--- src/rtl/rx_packet_fifo_pkg.sv ---
// Shared defaults and types for the RX packet FIFO.
package usb_rx_pkg;

    localparam int RX_FIFO_DEPTH_DEF = 8;
    localparam int RX_DATA_W         = 8;

    typedef logic [RX_DATA_W-1:0] rx_byte_t;

endpackage : usb_rx_pkg

--- src/rtl/rx_packet_fifo_ctrl.sv ---
// Pointer, occupancy, flag and error bookkeeping for the RX packet FIFO.
// RX_FIFO_STICKY_ERR_EN makes overflow/underflow hold until flush or reset.
module rx_fifo_ctrl #(
    parameter int DEPTH     = 8,
    parameter int AFULL_LVL = 6,
    parameter int PTR_W     = $clog2(DEPTH),
    parameter int CNT_W     = $clog2(DEPTH) + 1
) (
    input  logic             clk,
    input  logic             n_rst,
    input  logic             push,
    input  logic             pop,
    input  logic             flush,
    output logic             push_ok,
    output logic             pop_ok,
    output logic [PTR_W-1:0] wr_ptr,
    output logic [PTR_W-1:0] rd_ptr,
    output logic [CNT_W-1:0] count,
    output logic             empty,
    output logic             full,
    output logic             almost_full,
    output logic             overflow,
    output logic             underflow
);

    localparam logic [CNT_W-1:0] DEPTH_C = CNT_W'(DEPTH);
    localparam logic [CNT_W-1:0] AFULL_C = CNT_W'(AFULL_LVL);

    logic [PTR_W-1:0] wr_ptr_q, wr_ptr_d;
    logic [PTR_W-1:0] rd_ptr_q, rd_ptr_d;
    logic [CNT_W-1:0] count_q, count_d;
    logic             overflow_q, overflow_d;
    logic             underflow_q, underflow_d;
    logic             ovf_evt, udf_evt;

    assign empty       = (count_q == '0);
    assign full        = (count_q == DEPTH_C);
    assign almost_full = (count_q >= AFULL_C);

    // A full FIFO still accepts a push when a pop frees the head slot in the same cycle.
    assign pop_ok  = !flush && pop && !empty;
    assign push_ok = !flush && push && (!full || pop_ok);
    assign ovf_evt = !flush && push && full && !pop;
    assign udf_evt = !flush && pop && empty;

    always_comb begin
        wr_ptr_d    = wr_ptr_q;
        rd_ptr_d    = rd_ptr_q;
        count_d     = count_q;
        overflow_d  = ovf_evt;
        underflow_d = udf_evt;
        if (flush) begin
            wr_ptr_d    = '0;
            rd_ptr_d    = '0;
            count_d     = '0;
            overflow_d  = 1'b0;
            underflow_d = 1'b0;
        end else begin
            if (push_ok) wr_ptr_d = wr_ptr_q + PTR_W'(1);
            if (pop_ok)  rd_ptr_d = rd_ptr_q + PTR_W'(1);
            count_d = count_q + CNT_W'(push_ok) - CNT_W'(pop_ok);
`ifdef RX_FIFO_STICKY_ERR_EN
            overflow_d  = overflow_q | ovf_evt;
            underflow_d = underflow_q | udf_evt;
`else
            overflow_d  = ovf_evt;
            underflow_d = udf_evt;
`endif
        end
    end

    always_ff @(posedge clk or negedge n_rst) begin
        if (!n_rst) begin
            wr_ptr_q    <= '0;
            rd_ptr_q    <= '0;
            count_q     <= '0;
            overflow_q  <= 1'b0;
            underflow_q <= 1'b0;
        end else begin
            wr_ptr_q    <= wr_ptr_d;
            rd_ptr_q    <= rd_ptr_d;
            count_q     <= count_d;
            overflow_q  <= overflow_d;
            underflow_q <= underflow_d;
        end
    end

    assign wr_ptr    = wr_ptr_q;
    assign rd_ptr    = rd_ptr_q;
    assign count     = count_q;
    assign overflow  = overflow_q;
    assign underflow = underflow_q;

endmodule : rx_fifo_ctrl

--- src/rtl/rx_packet_fifo.sv ---
// First-word-fall-through receive FIFO: storage array and head mux around rx_fifo_ctrl.
// Build option RX_FIFO_STICKY_ERR_EN (see rx_fifo_ctrl) makes error flags sticky.
module rx_packet_fifo
    import usb_rx_pkg::*;
#(
    parameter int DATA_W    = RX_DATA_W,
    parameter int DEPTH     = RX_FIFO_DEPTH_DEF,
    parameter int AFULL_LVL = 6
) (
    input  logic                     clk,
    input  logic                     n_rst,
    input  logic                     load_buffer,
    input  logic [DATA_W-1:0]        packet_data,
    input  logic                     read_en,
    input  logic                     flush,
    output logic [DATA_W-1:0]        rx_packet_data,
    output logic                     empty,
    output logic                     full,
    output logic                     almost_full,
    output logic [$clog2(DEPTH):0]   count,
    output logic                     overflow,
    output logic                     underflow
);

    localparam int PTR_W = $clog2(DEPTH);
    localparam int CNT_W = PTR_W + 1;

    logic              push_ok, pop_ok;
    logic [PTR_W-1:0]  wr_ptr, rd_ptr;
    logic [DATA_W-1:0] mem_q [DEPTH];
    logic [DATA_W-1:0] mem_d [DEPTH];

    rx_fifo_ctrl #(
        .DEPTH     (DEPTH),
        .AFULL_LVL (AFULL_LVL),
        .PTR_W     (PTR_W),
        .CNT_W     (CNT_W)
    ) u_ctrl (
        .clk         (clk),
        .n_rst       (n_rst),
        .push        (load_buffer),
        .pop         (read_en),
        .flush       (flush),
        .push_ok     (push_ok),
        .pop_ok      (pop_ok),
        .wr_ptr      (wr_ptr),
        .rd_ptr      (rd_ptr),
        .count       (count),
        .empty       (empty),
        .full        (full),
        .almost_full (almost_full),
        .overflow    (overflow),
        .underflow   (underflow)
    );

    always_comb begin
        mem_d = mem_q;
        if (push_ok) mem_d[wr_ptr] = packet_data;
    end

    // Contents are qualified by count, so the array itself needs no reset.
    always_ff @(posedge clk) begin
        mem_q <= mem_d;
    end

    assign rx_packet_data = empty ? '0 : mem_q[rd_ptr];

endmodule : rx_packet_fifo

--- config.mk ---
export PLATFORM = sky130hd
export DESIGN_NAME = rx_packet_fifo
export DESIGN_NICKNAME = d
export VERILOG_FILES = /design/src/rtl/rx_packet_fifo_pkg.sv /design/src/rtl/rx_packet_fifo_ctrl.sv /design/src/rtl/rx_packet_fifo.sv
export SDC_FILE = /design/constraint.sdc
export NUM_CORES = 1
export LEC_CHECK = 0
export ABC_AREA = 1
export BUFFER_PORTS_ARGS = -buffer_cell sky130_fd_sc_hd__buf_2
export CELL_PAD_IN_SITES_DETAIL_PLACEMENT = 1
export CELL_PAD_IN_SITES_GLOBAL_PLACEMENT = 2
export CORE_MARGIN = 2
export CORE_UTILIZATION = 38
export DETAILED_ROUTE_END_ITERATION = 6
export PLACE_DENSITY = 0.8
export SYNTH_ARGS = -nofsm -noshare
export SYNTH_HDL_FRONTEND = slang
export SYNTH_SLANG_ARGS = --single-unit
--- constraint.sdc ---
create_clock -name clk -period 2.19 [get_ports clk]
set_input_delay 0.3285 -clock clk [delete_from_list [all_inputs] [get_ports clk]]
set_output_delay 0.3285 -clock clk [all_outputs]
set_load 0.1 [all_outputs]
==> flow_metrics.env <==
export IMPL_critPathArrivalTime_ps=2410
export IMPL_vias_per_cell=4.92
export IMPL_start_kind="flop"
export IMPL_drt_iter0_markers=104
export IMPL_post_dp_cell_area_sq_um=4010
export IMPL_synthDistinctLibCells=21
export IMPL_reg2reg_slack_ps=50
export IMPL_worstMarginPinSlew_ps=559
export IMPL_hold_class="in2reg"
export IMPL_gp_congestion=0.760
export IMPL_multi_input_area_sq_um=1120
export IMPL_hold_end="u_ctrl.count[2]"
export IMPL_core_sq_um=8720
export IMPL_diodes=0
export IMPL_io_pins=30
export IMPL_skew_ps=4.37
export IMPL_grt_max_degree=27
export IMPL_grt_pass1_wl_um=13700
export IMPL_status="completed"
export IMPL_grt_use_total_pct=18.9
export IMPL_cts_sinks=76
export IMPL_port_buffers=29
export IMPL_yosys_warnings=0
export IMPL_fin_hold_ws_ps=236
export IMPL_synth_avg_cell_area_sq_um=10.3
export IMPL_fin_area_sq_um=4300
export IMPL_critPathKind="reg2reg"
export IMPL_period_minus_slack_ps=2140
export IMPL_dp_cells=466
export IMPL_ant_nets=0
export IMPL_end_kind="flop"
export IMPL_regArea_sq_um=2230
export IMPL_clkPwrFrac_pct=16.8
export IMPL_syn_inst=329
export IMPL_cts_root_buf="clkbuf_8"
export IMPL_switching_share_pct=48.6
export IMPL_drive_gt1_share_pct=25.1
export IMPL_worstPathRequired_ps=2470
export IMPL_hold_viol=0
export IMPL_r2r_start="u_ctrl.count[2]"
export IMPL_worstHoldStart="flush"
export IMPL_vias=2395
export IMPL_synth_top_area_share_pct=56.4
export IMPL_yosys_top_cells_area="edfxtp_1, dfrtp_1, nor2_1, nand2_1, inv_1"
export IMPL_core_rowCount=34
export IMPL_first_pass_iters=4
export IMPL_fillCellCount=970
export IMPL_grt_pass1_vias=2489
export IMPL_fmax_mhz=468
export IMPL_wl_um=8670
export IMPL_cts_tree="done"
export IMPL_fin_setup_tns_ps=0
export IMPL_leakage_nw=1.77
export IMPL_final_common_cell="edfxtp_1"
export IMPL_fin_nets=397
export IMPL_synth_nets=352
export IMPL_synth_seq_cells=76
export IMPL_routedWlPerCell_um=17.8
export IMPL_finalPower_mw=6.44
export IMPL_yosysSeqAreaShare_pct=65.3
export IMPL_fp_dieH_um=98.7
export IMPL_p_int_mw=3.31
export IMPL_htree_num_levels=3
export IMPL_antenna_found_initial=0
export IMPL_drc_errors=0
export IMPL_report_final_slew_viol_count=0
export IMPL_finalSetupViolations=0
export IMPL_dieArea_sq_um=9730
export IMPL_powerDensity_nw_per_um2=1500
export IMPL_clock_latency_ps=350
export IMPL_dieWidth_um=98.7
export IMPL_dp_hpwl_um=5930
export IMPL_maxSlewHeadroom_pct=62.6
export IMPL_period_share_pct=97.5
export IMPL_whs_path_depth=2
export IMPL_r2r_cells=11
export IMPL_path_max_fanout=3
export IMPL_initial_core_util_pct=39.0
export IMPL_clk_pin_slew_worst_paths_ps=80
export IMPL_seqPwrFrac_pct=27.3
export IMPL_p_switching_mw=3.13
export IMPL_grt_overflow=0
export IMPL_combPwrFrac_pct=55.9
export IMPL_area_growth_pct=26.2
export IMPL_final_cell_mix="edfxtp_1, nand2_1, nor2_1"
export IMPL_max_cap_viol_count=0
export IMPL_syn_area_sq_um=3400
export IMPL_fin_cells=487
export IMPL_synth_top_area_cell="edfxtp_1"
export IMPL_ir_drop_mv=0.907
export IMPL_clk_path_buf_depth=2
export IMPL_cts_buffers=9
export IMPL_reg2reg_to="u_ctrl.count[1]"
==> kinds of logic (layout without fill, tap and decap cells) <==
kind of cell,after synthesis,count (layout),synth area share [%]
xor gates and xnor gates,3,3,0.772
adders and majority gates,10,10,3.90
and+or+nand+nor,156,156,19.0
buffers and inverters,54,104,6.54
DFF,76,76,65.3
AOI/OAI and AO/OA,30,30,4.56
==> cell type report <==
class                      count  area share [%]
sequential                    76            52.0
multi-input combinational    199            26.2
timing repair buffer          45            9.99
inverter                      43            4.08
tap                          108            3.15
clock buffer                   9            2.88
clock inverter                 7            1.75
==> stage by stage <==
stage	setup slack, ps	util (%)
floorplan	-661	-
global placement	104	46.0
detailed placement	62.4	46.0
CTS	10.4	48.4
global route	-30.2	49.3
finish	53.8	49.3
==> state kept, by name (all words and copies together), names as in the netlist <==
name / cells
mem_q: 64
u_ctrl.rd_ptr: 3
u_ctrl.overflow: 1
u_ctrl.underflow: 1
u_ctrl.count: 4
u_ctrl.wr_ptr: 3
==> critical path, stage by stage, from the launching register on <==
cell and delay (ps):
dfrtp_4 500, inv_4 80, ha_4 140, nand2_2 60
nand2_2 70, inv_2 50, ha_1 260, inv_1 40
ha_2 190, fa_2 510, inv_1 40, nor2_1 120
==> synth_stat cells <==
cell	n
a21oi_1	2
a21oi_2	1
buf_2	10
buf_6	1
dfrtp_1	12
edfxtp_1	64
fa_1	1
ha_1	9
inv_1	41
inv_2	2
nand2_1	59
nand2_2	3
nand3_1	21
nor2_1	63
nor3_1	9
nor3b_4	1
o21ai_0	20
o21ai_1	6
o22ai_1	1
xnor2_1	2
xor2_1	1
==> timing repair <==
action                     CTS  global route
cloned                       0             0
hold endpoints to repair    12             0
setup buffers                0             4
pin swaps                    0             2
resized for setup            1            15
setup endpoints to repair    4            14
hold buffers                 1             0
==> metal layers <==
layer	vias to the layer above	share of wire (%)	global-route usage, %	wire length, um
met5	-	0	0	0
met4	0	1.6	6.22	138
met3	12	2.7	3.83	237
met2	32	51	32.5	4420
met1	1181	45	24.1	3880
li1	1170	-	-	-
==> worst max path at each step <==
stage,from,to,slack (ps)
after global placement,u_ctrl.count[3],u_ctrl.count[2],100
after CTS,u_ctrl.count[2],full,10
after floorplan,u_ctrl.count[2],u_ctrl.count[2],-660
after global routing,u_ctrl.count[2],u_ctrl.count[1],-30
after detailed placement,u_ctrl.count[3],u_ctrl.count[2],60
final,u_ctrl.count[2],u_ctrl.count[1],50
==> power groups by stage <==
stage,sequential (mW),combinational [mW],clock (mW)
finish,1.76,3.60,1.08
global route,1.77,3.82,1.19
CTS,1.75,3.53,1.11
detailed placement,1.78,3.52,0
global placement,1.77,3.48,0
floorplan,2.05,2.19,0
Note: power is estimated with default switching activity, not from simulation.
